===== src/rtl/key_debounce_multi.sv =====
// N-channel key debouncer: two-flop synchroniser feeding an independent filter
// FSM per channel, with press/release strobes, long-press and auto-repeat.
module key_debounce_multi #(
  parameter int KEY_W      = 3,
  parameter int T_FILTER   = 1_000_000,
  parameter int T_LONG     = 50_000_000,
  parameter int T_REPEAT   = 10_000_000,
  parameter bit ACTIVE_LOW = 1'b1
) (
  input  logic             clk,
  input  logic             rst,
  input  logic [KEY_W-1:0] key_in,
  output logic [KEY_W-1:0] key_level,
  output logic [KEY_W-1:0] key_press,
  output logic [KEY_W-1:0] key_release,
  output logic [KEY_W-1:0] key_long,
  output logic [KEY_W-1:0] key_repeat
);

  localparam int FW   = (T_FILTER > 1) ? $clog2(T_FILTER) : 1;
  localparam int HMAX = (T_LONG > T_REPEAT) ? T_LONG : T_REPEAT;
  localparam int HW   = (HMAX > 0) ? $clog2(HMAX + 1) : 1;
  localparam bit LONG_EN = (T_LONG > 0);
  localparam bit REP_EN  = (T_LONG > 0) && (T_REPEAT > 0);
  localparam logic [FW-1:0] F_END = FW'(T_FILTER - 1);
  localparam logic [HW-1:0] L_END = LONG_EN ? HW'(T_LONG - 1) : {HW{1'b0}};
  localparam logic [HW-1:0] R_END = REP_EN ? HW'(T_REPEAT - 1) : {HW{1'b0}};
  // Synchroniser resets to the released level so reset never looks like a press
  localparam logic [KEY_W-1:0] IDLE_LVL = ACTIVE_LOW ? {KEY_W{1'b1}} : {KEY_W{1'b0}};

  typedef enum logic [1:0] {
    ST_IDLE        = 2'd0,
    ST_FILTER_DOWN = 2'd1,
    ST_HOLD_DOWN   = 2'd2,
    ST_FILTER_UP   = 2'd3
  } state_t;

  logic [KEY_W-1:0] sync1_r;
  logic [KEY_W-1:0] sync2_r;
  logic [KEY_W-1:0] pressed_s;

  always_ff @(posedge clk or posedge rst) begin
    if (rst) begin
      sync1_r <= IDLE_LVL;
      sync2_r <= IDLE_LVL;
    end else begin
      sync1_r <= key_in;
      sync2_r <= sync1_r;
    end
  end

  assign pressed_s = ACTIVE_LOW ? ~sync2_r : sync2_r;

  for (genvar i = 0; i < KEY_W; i++) begin : g_ch
    state_t        state_r, state_s;
    logic [FW-1:0] fcnt_r, fcnt_s;
    logic [HW-1:0] hcnt_r, hcnt_s;
    logic          rep_ph_r, rep_ph_s;
    logic          level_r, level_s;
    logic          press_r, press_s;
    logic          release_r, release_s;
    logic          long_r, long_s;
    logic          repeat_r, repeat_s;

    always_ff @(posedge clk or posedge rst) begin
      if (rst) begin
        state_r   <= ST_IDLE;
        fcnt_r    <= {FW{1'b0}};
        hcnt_r    <= {HW{1'b0}};
        rep_ph_r  <= 1'b0;
        level_r   <= 1'b0;
        press_r   <= 1'b0;
        release_r <= 1'b0;
        long_r    <= 1'b0;
        repeat_r  <= 1'b0;
      end else begin
        state_r   <= state_s;
        fcnt_r    <= fcnt_s;
        hcnt_r    <= hcnt_s;
        rep_ph_r  <= rep_ph_s;
        level_r   <= level_s;
        press_r   <= press_s;
        release_r <= release_s;
        long_r    <= long_s;
        repeat_r  <= repeat_s;
      end
    end

    always_comb begin
      state_s   = state_r;
      fcnt_s    = fcnt_r;
      hcnt_s    = hcnt_r;
      rep_ph_s  = rep_ph_r;
      level_s   = level_r;
      press_s   = 1'b0;
      release_s = 1'b0;
      long_s    = 1'b0;
      repeat_s  = 1'b0;
      case (state_r)
        ST_IDLE: begin
          if (pressed_s[i]) begin
            state_s = ST_FILTER_DOWN;
            fcnt_s  = {FW{1'b0}};
          end else begin
            state_s = ST_IDLE;
          end
        end
        ST_FILTER_DOWN: begin
          if (!pressed_s[i]) begin
            state_s = ST_IDLE;
          end else if (fcnt_r == F_END) begin
            state_s  = ST_HOLD_DOWN;
            press_s  = 1'b1;
            level_s  = 1'b1;
            hcnt_s   = {HW{1'b0}};
            rep_ph_s = 1'b0;
          end else begin
            fcnt_s = fcnt_r + FW'(1'b1);
          end
        end
        ST_HOLD_DOWN: begin
          // Release takes priority; the hold count stays put while filtering up
          if (!pressed_s[i]) begin
            state_s = ST_FILTER_UP;
            fcnt_s  = {FW{1'b0}};
          end else if (!rep_ph_r) begin
            if (LONG_EN && (hcnt_r == L_END)) begin
              long_s   = 1'b1;
              hcnt_s   = {HW{1'b0}};
              rep_ph_s = 1'b1;
            end else if (LONG_EN) begin
              hcnt_s = hcnt_r + HW'(1'b1);
            end else begin
              hcnt_s = hcnt_r;
            end
          end else begin
            if (REP_EN && (hcnt_r == R_END)) begin
              repeat_s = 1'b1;
              hcnt_s   = {HW{1'b0}};
            end else if (REP_EN) begin
              hcnt_s = hcnt_r + HW'(1'b1);
            end else begin
              hcnt_s = hcnt_r;
            end
          end
        end
        ST_FILTER_UP: begin
          if (pressed_s[i]) begin
            state_s = ST_HOLD_DOWN;
          end else if (fcnt_r == F_END) begin
            state_s   = ST_IDLE;
            release_s = 1'b1;
            level_s   = 1'b0;
            hcnt_s    = {HW{1'b0}};
            rep_ph_s  = 1'b0;
          end else begin
            fcnt_s = fcnt_r + FW'(1'b1);
          end
        end
        default: begin
          state_s  = ST_IDLE;
          fcnt_s   = {FW{1'b0}};
          hcnt_s   = {HW{1'b0}};
          rep_ph_s = 1'b0;
          level_s  = 1'b0;
        end
      endcase
    end

    assign key_level[i]   = level_r;
    assign key_press[i]   = press_r;
    assign key_release[i] = release_r;
    assign key_long[i]    = long_r;
    assign key_repeat[i]  = repeat_r;
  end

endmodule


===== config.mk =====
export PLATFORM = sky130hd
export DESIGN_NAME = key_debounce_multi
export DESIGN_NICKNAME = d
export VERILOG_FILES = /design/src/rtl/key_debounce_multi.sv
export SDC_FILE = /design/constraint.sdc
export NUM_CORES = 1
export LEC_CHECK = 0
export CORE_UTILIZATION = 55
export CTS_BUF_LIST = sky130_fd_sc_hd__clkbuf_8
export CTS_CLUSTER_SIZE = 25
export DETAILED_ROUTE_END_ITERATION = 16
export DONT_BUFFER_PORTS = 1
export GPL_ROUTABILITY_DRIVEN = 0
export GPL_TIMING_DRIVEN = 0
export PLACE_DENSITY = 0.8
export SETUP_SLACK_MARGIN = 0.2
export SYNTH_ARGS = -nofsm -noshare
export SYNTH_HDL_FRONTEND = slang
export SYNTH_SLANG_ARGS = --single-unit

===== constraint.sdc =====
create_clock -name clk -period 8.2 [get_ports clk]
set_clock_uncertainty 0.2 [all_clocks]
set_input_delay 1.64 -clock clk [delete_from_list [all_inputs] [get_ports clk]]
set_output_delay 1.64 -clock clk [all_outputs]
set_load 0.05 [all_outputs]

After elaboration in Yosys (flattened, before gate mapping)
Index checks and enable logic that the tools add are counted.
W data, S select, Z words.
{"block": "classes", "shifts": 0, "div": 0, "addsub": 6, "n_eq_ne": 45, "n_mux": 135, "n_reduce_logical": 21, "n_mul": 0, "bitwise_logic": 1, "n_lt_le_gt_ge": 0}
{"operator": "$mux W26", "n": 21}
{"operator": "$mux W20", "n": 15}
{"operator": "$pmux W20 S4", "n": 3}
{"operator": "$pmux W26 S3", "n": 3}
{"operator": "$add A26 B1 Y26 const B", "n": 3}
{"operator": "$eq A26 B24 Y1 const B", "n": 3}
{"operator": "$eq A26 B26 Y1 const B", "n": 3}
{"operator": "$mux W1", "n": 69}
{"operator": "$add A20 B1 Y20 const B", "n": 3}
{"operator": "$eq A20 B20 Y1 const B", "n": 3}
{"operator": "$ne A2 B2 Y1 const B", "n": 21}
{"operator": "$mux W2", "n": 15}
{"operator": "$pmux W2 S4", "n": 3}
{"operator": "$reduce_and A4 Y1", "n": 6}
{"operator": "$ne A3 B3 Y1 const B", "n": 6}
{"operator": "$reduce_and A5 Y1", "n": 3}
{"operator": "$eq A2 B2 Y1 const B", "n": 6}
{"operator": "$pmux W1 S3", "n": 3}
{"operator": "$reduce_and A3 Y1", "n": 3}
{"operator": "$reduce_bool A3 Y1", "n": 3}
{"operator": "$eq A2 B1 Y1 const B", "n": 3}
{"operator": "$logic_not A2 Y1", "n": 3}
{"operator": "$pmux W1 S2", "n": 3}
{"operator": "$reduce_bool A2 Y1", "n": 3}
{"operator": "$not A3 Y3", "n": 1}
{"block": "totals", "out_inout_bits": 15, "n_memories": 0, "regBits": 168, "input_bits": 5, "mem_bits_rw": 0, "elab_cells": 237, "latch_bits": 0, "mem_bits_ro": 0}

Depth between registers and ports, before layout
Gate-level depths: netlist of the first run.
{"block": "depth", "word_depth": 5, "ltp_mapped": 10, "depth_no_buf": 7}

Worst setup path before layout of the first run
No wires, ideal clock.
{"block": "synth_path", "path_type": "register to register", "startpoint": "register g_ch[0].hcnt_r[17]", "endpoint": "register g_ch[0].hcnt_r[11]", "synth_period_minus_slack_ps": 2555, "slack_ps": 5645, "arrival_time_ps": 2234, "path_buffers": 2, "path_stages_with_launch": 9, "required_ps": 7879, "setup_time_ps": 121, "path_cell_list": "dfrtp_1 -> or4b_1 -> or4_4 -> a21oi_4 -> or2_1 -> buf_4 -> buf_6 -> o21ai_1 -> a22o_1"}
{"block": "synth_via", "elab_chain_cells": 5, "word_cells_on_any_way": 7, "cone_classes": "eq/ne (2); mux (5)"}
{"item": "start: declaration", "line": "57", "text": "logic [HW-1:0] hcnt_r, hcnt_s;"}
{"item": "start signal: assignment", "line": "69", "text": "hcnt_r <= {HW{1'b0}};"}
{"item": "start signal: assignment", "line": "79", "text": "hcnt_r <= hcnt_s;"}
{"item": "$eq A26 B26 Y1 / $eq A26 B24 Y1 (equally long branches)", "line": "127, 137"}
{"item": "$mux W26, on equally long branches", "line": "127, 137"}
{"item": "$mux W26 *", "line": "126", "text": "end else if (!rep_ph_r) begin"}
{"item": "$mux W26 *", "line": "123", "text": "if (!pressed_s[i]) begin"}
{"item": "$pmux W26 S3 *", "line": "99", "text": "case (state_r)"}
Mark *: on every way between the ends. The rest lies on a longest branch, timed or not. The select of a mux whose other input is x is not followed.
A chain may end at the register's enable or synchronous reset.

Worst setup path after layout of the first run
{"block": "layout_path", "startpoint": "register sync2_r[2]", "endpoint": "register g_ch[2].hcnt_r[15]"}
{"block": "layout_via", "elab_chain_cells": 3, "word_cells_on_any_way": 5, "cone_classes": "eq/ne (3); bitwise (1); reduce/logical (1)"}
{"item": "start: declaration", "line": "39", "text": "logic [KEY_W-1:0] sync2_r;"}
{"item": "start signal: assignment", "line": "48", "text": "sync2_r <= sync1_r;"}
{"item": "$not A3 Y3 *", "line": "52", "text": "assign pressed_s = ACTIVE_LOW ? ~sync2_r : sync2_r;"}
{"item": "$ne A2 B2 Y1 (no line)"}
{"item": "$reduce_and A4 Y1 (no line) *"}
{"item": "end signal: assignment", "line": "69"}
{"item": "end signal: assignment", "line": "79"}
{"item": "end: declaration", "line": "57"}
Mark *: on every way between the ends. The rest lies on a longest branch, timed or not.

==> flow_summary_export.csv, run 1 <==
group,metric,value,unit
global_route,track_usage,0.2427,
layout,diodes,0,
layout,multi_input_area,0.004339,sq mm
worst_setup_path,worstPathRequired,8.35,ns
logic_synthesis,synth_fp_nets,998,
floorplan,start_util,0.5636,
clock_tree,numCtsBuffers,17,
global_route,grt_pass1_vias,6960,
timing,final-hold-violation-count,0,
logic_synthesis,synth_cell_types,71,
logic_synthesis,avgSynthCellArea,9.072,sq um
worst_setup_path,r2r_cells,7,
routing,viasPerCell,5.915,
clock_tree,clk_pin_slew,0.08,ns
layout,finish.utilization,0.6125,
run,maxCapViolations,0,
clock_tree,ctsLongestPathBuffers,2,
clock_tree,cts_root_buffer,"clkbuf_8",
worst_setup_path,crit_end,"g_ch[2].hcnt_r[15]",
run_status,outcome,"complete, no violations",
worst_hold_path,min_path_type,"reg2reg",
logic_synthesis,ys_seq_area_frac,0.4704,
placed_design,hpwl,12590,um
floorplan,dieArea,0.01679,sq mm
routing,vias,7311,
worst_setup_path,r2r_start,"sync2_r[2]",
layout,ff_latch_area,0.004212,sq mm
global_route,grt_antenna_before_repair,0,
worst_setup_path,crit_path_max_incr_delay,0.53,ns
logic_synthesis,yosys_register_bits,168,
worst_setup_path,start_kind,"flip-flop",
layout,mostFrequentLayoutCell,"dfrtp_1",
layout,synthToLayoutAreaGrowth,8.664,%
clock_tree,htree_num_levels,4,
placed_design,dpl-instance-area,0.009259,sq mm
layout,fin_nets,1018,
floorplan,die-width,129.6,um
power_and_ir_drop,vdd_drop_max,0.1164,mV
global_route,grt_max_degree,116,
worst_setup_path,cpMaxStageDelayCell,"dfstp_2",
logic_synthesis,ys.flop_type,"dfrtp_1",
timing,tightest_slew,0.8652,ns
timing,finalCritPeriodShare,0.3643,
routing,first_pass_iters,6,
placed_design,dp.cells,1204,
routing,drc,0,
clock_tree,postCtsSetupBuffers,0,
worst_setup_path,r2r-end,"g_ch[2].hcnt_r[15]",
logic_synthesis,synth_warnings,0,
worst_setup_path,cp_max_fo,10,
power_and_ir_drop,pwr_density_cell,161.1,mW/mm^2
clock_tree,cts_tree,"built",
worst_setup_path,critical_path.endpoint_type,"flip-flop",
worst_setup_path,cp_num_cells,7,
global_route,grt_pass1_wl,32380,um
worst_setup_path,critPathKind,"reg2reg",
routing,wirelength,18570,um
timing,min_period,2.987,ns
worst_setup_path,crit_buf_inv,2,
worst_setup_path,rrSetupSlack,5.21,ns
floorplan,core-area,0.01589,sq mm
clock_tree,cts_resized,0,
routing,drtIter0Drc,563,
timing,slew_headroom,0.4187,
worst_setup_path,cp-startpoint,"sync2_r[2]",
logic_synthesis,synth_edf_count,0,
placed_design,io_buffer_count,0,
routing,antenna_left,0,
floorplan,die-height,129.6,um
floorplan,num_rows,46,
clock_tree,clk_latency,0.46,ns
layout,final_cell_mix,"162 x dfrtp_1, 128 x nor2_1, 88 x nand2_1, 52 x nor3_1, 52 x o21ai_0",
clock_tree,clock-sinks,168,
timing,setup_tns,0,ns
timing,rsz0062_at_grt,"false",
timing,setup_violations,0,
layout,fillCellCount,1296,
worst_setup_path,arrival,3.14,ns
worst_setup_path,cp_top_family,"buffers and inverters",
layout,design_area,0.009729,sq mm
logic_synthesis,postSynthCellCount,987,
floorplan,ioPinCount,20,
clock_tree,hold_buffers,0,
logic_synthesis,synthArstFlopShare,1.000,
power_and_ir_drop,cellLeakagePower,0.003913,uW
timing,max_freq,334.8,MHz
worst_setup_path,cp_cell_sequence,"buf_1 -> xnor2_1 -> nand4_1 -> o21ai_1 -> clkbuf_1 -> o211ai_1 -> o21a_1",
timing,drv_slew,0,
logic_synthesis,syn_area,0.008954,sq mm
layout,drive_above_1_share,0.07843,
global_route,grt_overflow,0,
routing,wl_per_cell,15.02,um
layout,final_cells,1236,
[routing by layer]
metal / up-vias / share of wire / wire [um] / GRT usage
met5: - / 0 / 0 / 0
met4: 0 / 0.010 / 191 / 0.08960
met3: 18 / 0.045 / 836 / 0.04913
met2: 194 / 0.48 / 8935 / 0.3982
met1: 3528 / 0.46 / 8601 / 0.3190
li1: 3571 / - / - / -
[worst min-delay path by stage]
stage                     startpoint    endpoint  slack [ns]  cells past startpoint
after floorplan           sync1_r[0]  sync2_r[0]        0.15                      0
after global placement    sync1_r[0]  sync2_r[0]        0.15                      0
after detailed placement  sync1_r[2]  sync2_r[2]        0.15                      0
after CTS                 sync1_r[1]  sync2_r[1]        0.16                      0
after global routing      sync1_r[1]  sync2_r[1]        0.16                      0
final                     sync1_r[1]  sync2_r[1]        0.16                      0
[sequential cells by signal, summed over array words and instances, names as in the netlist, named ones only]
name / flops
g_ch.release_r: 3
sync1_r: 3
sync2_r: 3
g_ch.rep_ph_r: 3
g_ch.hcnt_r: 78
g_ch.press_r: 3
g_ch.level_r: 3
g_ch.repeat_r: 3
g_ch.long_r: 3
g_ch.state_r: 3
g_ch.fcnt_r: 60
[cells by family (layout without fill, tap and decap cells)]
kind of cell             count (synthesis)  in the layout  share of synthesized area
buffers and inverters                   84            117                    0.04500
AND/OR/NAND/NOR                        485            485                     0.2774
AO/OA/AOI/OAI                          174            174                     0.1295
adder cells (fa/ha/maj)                  6              6                   0.008384
flip-flops                             168            168                     0.4704
XOR/XNOR                                67             67                    0.06554
multiplexers                             3              3                   0.003773
[cell type report]
| cell class | count | area share |
|---|---|---|
| plain buffers | 50 | 0.02829 |
| clock inverters | 8 | 0.01440 |
| multi-input cells | 735 | 0.4460 |
| inverters | 34 | 0.01389 |
| clock buffers | 24 | 0.03395 |
| repair buffers | 1 | 0.002829 |
| well taps | 216 | 0.02778 |
| flip-flops and latches | 168 | 0.4329 |
[power breakdown]
group          switching (uW)  internal (uW)
combinational            31.3           11.9
clock                     291            387
sequential               8.71            838
[worst reg2reg max path, delay by kind of cell (launching register included)]
kind / cells / cell delay [ns]
AO/OA/AOI/OAI: 3 / 0.76
XOR/XNOR: 1 / 0.34
buffers and inverters: 2 / 0.82
flip-flops: 1 / 0.53
AND/OR/NAND/NOR: 1 / 0.24
[synth_stat cells, drive strengths merged, types with 5 or more instances]
library cell	n	area, sq um
a22o	16	140.1
dfrtp	162	4054
and3	19	118.9
nor4	13	81.33
or3	19	118.9
nand2b	8	50.05
clkbuf	25	93.84
ha	6	75.07
or2	7	43.80
nand3	47	235.2
xnor2	41	359.1
and4	5	43.79
nand4	40	250.2
inv	34	127.6
buf	25	181.4
o21ai	59	295.3
nor4b	8	70.07
dfstp	6	157.7
nor2	131	504.2
o31ai	13	97.59
a21o	6	45.04
xor2	26	227.7
a21oi	27	146.4
nand2	89	336.6
or4	11	86.33
nor2b	9	56.30
nor3	52	260.3
a31oi	15	93.84
and2	9	56.30
[metrics by stage]
step | setup WS (ns) | hold WS [ns] | total power (uW)
final | 5.213 | 0.1552 | 1567
after floorplan | 1.823 | 0.1452 | 893.3
after CTS | 5.245 | 0.1585 | 1582
after global placement | 0.07832 | 0.1476 | 904.1
after global routing | 4.934 | 0.1580 | 1628
after detailed placement | 5.277 | 0.1476 | 907.2
No activity file was read; power rests on OpenSTA's default activity.
==> inputs of run 2 (changes only) <==
--- a/config.mk
+++ b/config.mk
@@ -12,7 +12,7 @@
 export DONT_BUFFER_PORTS = 1
 export GPL_ROUTABILITY_DRIVEN = 0
 export GPL_TIMING_DRIVEN = 0
-export PLACE_DENSITY = 0.8
+export PLACE_DENSITY = 0.83
 export SETUP_SLACK_MARGIN = 0.2
 export SYNTH_ARGS = -nofsm -noshare
 export SYNTH_HDL_FRONTEND = slang
==> constraint.sdc (replaced) <==
create_clock -name clk -period 2.6 [get_ports clk]
set_clock_uncertainty 0.2 [all_clocks]
set_input_delay 0.52 -clock clk [delete_from_list [all_inputs] [get_ports clk]]
set_output_delay 0.52 -clock clk [all_outputs]
set_load 0.05 [all_outputs]
==> flow_summary_export.csv, run 2 (same netlist as run 1, synthesis figures left out) <==
group,metric,value,unit
run_status,outcome,"finished with violations",
run_status,failed_checks,"negative setup slack",
worst_setup_path,rrSetupSlack,-0.03,ns
global_route,grt_antenna_before_repair,0,
routing,first_pass_iters,7,
layout,synthToLayoutAreaGrowth,25.68,%
worst_setup_path,r2r_start,"g_ch[0].hcnt_r[23]",
timing,max_freq,379.9,MHz
timing,final-hold-violation-count,0,
worst_setup_path,crit_buf_inv,2,
worst_setup_path,critical_path.endpoint_type,"flip-flop",
power_and_ir_drop,power.internal,3590,uW
global_route,grt_overflow,0,
layout,mostFrequentLayoutCell,"dfrtp_1",
layout,largest-register,"g_ch.hcnt_r",
layout,diodes,0,
worst_setup_path,cp_max_fo,8,
timing,min_period,2.633,ns
timing,fin_ws,-0.03251,ns
power_and_ir_drop,p_total,4692,uW
clock_tree,clock-sinks,168,
layout,largest_register_ffs,78,
worst_setup_path,start_kind,"flip-flop",
routing,wl_per_cell,18.34,um
worst_setup_path,worstPathRequired,2.75,ns
layout,fillCellCount,1079,
timing,slew_headroom,0.4543,
power_and_ir_drop,cellLeakagePower,0.004529,uW
timing,fin_hold_ws,0.1615,ns
power_and_ir_drop,p_sw,1102,uW
placed_design,dpl-instance-area,0.009358,sq mm
power_and_ir_drop,pwr_density_cell,417.0,mW/mm^2
global_route,track_usage,0.2650,
floorplan,die-width,129.6,um
clock_tree,ctsLongestPathBuffers,2,
placed_design,hpwl,13160,um
clock_tree,cts_root_buffer,"clkbuf_8",
timing,rsz0062_at_grt,"true",
worst_setup_path,crit_path_max_incr_delay,0.48,ns
worst_setup_path,r2r-end,"g_ch[0].hcnt_r[16]",
clock_tree,cts_tree,"built",
layout,ff_latch_area,0.004235,sq mm
worst_setup_path,cpMaxStageDelayCell,"dfrtp_1",
run,maxCapViolations,0,
worst_setup_path,arrival,2.79,ns
placed_design,dp_slack,-0.3214,ns
power_and_ir_drop,seq_power_share,0.570,
global_route,grt_max_degree,46,
placed_design,io_buffer_count,0,
power_and_ir_drop,p_comb_frac,0.039,
routing,antenna_left,0,
timing,finalCritPeriodShare,1.013,
floorplan,core-area,0.01589,sq mm
floorplan,die-height,129.6,um
routing,drc,0,
layout,final_cell_mix,"143 x dfrtp_1, 113 x nor2_1, 85 x nand2_1, 76 x buf_4",
floorplan,num_rows,46,
floorplan,dieArea,0.01679,sq mm
floorplan,ioPinCount,20,
worst_setup_path,critPathMostFrequentCell,"buf_6",
routing,wirelength,24240,um
layout,reg.largest.list,"g_ch.hcnt_r x78, g_ch.fcnt_r x60",
worst_hold_path,min_path_type,"reg2reg",
routing,vias,8310,
worst_hold_path,hp-start,"sync1_r[2]",
global_route,grt_pass1_vias,7458,
clock_tree,htree_num_levels,4,
worst_hold_path,min_to,"sync2_r[2]",
routing,drtIter0Drc,759,
layout,fin_nets,1104,
worst_hold_path,whs_path_depth,0,
routing,viasPerCell,6.286,
clock_tree,numCtsBuffers,17,
worst_setup_path,r2r_cells,8,
worst_setup_path,cp_cell_sequence,"or4b_4 -> or4_4 -> a21oi_4 -> or2_1 -> buf_6 -> nor2_4 -> buf_6 -> a22o_1",
timing,setup_violations,19,
power_and_ir_drop,swShare,0.2349,
timing,tightest_slew,0.8100,ns
power_and_ir_drop,clockPowerShare,0.390,
worst_setup_path,cp_top_family,"simple AND/OR/NAND/NOR gates",
power_and_ir_drop,vdd_drop_max,0.3243,mV
layout,design_area,0.01125,sq mm
worst_setup_path,critPathKind,"reg2reg",
clock_tree,clk_latency,0.47,ns
clock_tree,clk_pin_slew,0.08,ns
timing,drv_slew,0,
layout,multi_input_area,0.005059,sq mm
layout,drive_above_1_share,0.2676,
global_route,grt_pass1_wl,35260,um
floorplan,start_util,0.5636,
run 2: changes by cell type in the layout (fill, tap and decap cells not counted), moves of 7 or more:
cell      delta
buf_4       +60
buf_6       +18
clkbuf_1    -20
clkbuf_2    +13
dfrtp_1     -19
dfrtp_2     +19
nor2_1      -15
nor2_2       +8
nor2_4       +7
nor3_1       -9
nor3_2       +9
nor4b_1      -7
o21ai_0     -19
o21ai_2     +14
run 2: final cells by class:
type / count / area share
plain buffers: 49 / 0.03235
clock buffers: 19 / 0.02324
clock inverters: 13 / 0.01034
inverters: 34 / 0.01167
multi-input cells: 737 / 0.4495
flip-flops and latches: 168 / 0.3764
well taps: 216 / 0.02402
repair buffers: 86 / 0.07249
run 2: through the flow:
step / instances / setup TNS (ns) / util
after floorplan: 987 / -41.45 / -
after global routing: 1322 / -1.746 / 0.7084
after detailed placement: 1207 / -10.89 / 0.5891
after global placement: 1203 / -185.97 / 0.5840
final: 1322 / -0.3164 / 0.7084
after CTS: 1280 / -0.3327 / 0.6544
run 2: how the worst max path moves through the flow:
stage                                  start                 end  slack (ns)  cells past startpoint
after floorplan                          rst           async pin       -0.26                      1
after global placement                   rst   g_ch[1].hcnt_r[3]       -1.10                      1
after detailed placement  g_ch[0].fcnt_r[12]   g_ch[0].hcnt_r[6]       -0.32                      7
after CTS                 g_ch[1].hcnt_r[16]  g_ch[1].hcnt_r[24]       -0.03                      7
after global routing      g_ch[0].hcnt_r[23]  g_ch[0].hcnt_r[14]       -0.11                      8
final                     g_ch[0].hcnt_r[23]  g_ch[0].hcnt_r[16]       -0.03                      8
run 2: metal layers:
layer	wire [um]	vias to the layer above	GRT usage
li1	-	3754	-
met1	9802	4064	0.3414
met2	12080	382	0.4303
met3	1504	110	0.05822
met4	857	0	0.1156
met5	0	-	0
run 2: power by group through the flow:
stage               sequential (uW)  clock [uW]  combinational [uW]
finish                         2680        1830                 184
global placement               2720           0                 131
global route                   2680        1970                 208
detailed placement             2720           0                 152
CTS                            2670        1850                 168
floorplan                      2710           0                 104
run 2: repair_timing:
action / in CTS / in global routing
hold buffers: 4 / 0
gates resized for setup: 91 / 144
pin swaps: 31 / 45
buffers inserted: 34 / 39
gates cloned: 4 / 3
endpoints found under the hold margin: 23 / 0
setup endpoints to repair: 117 / 118
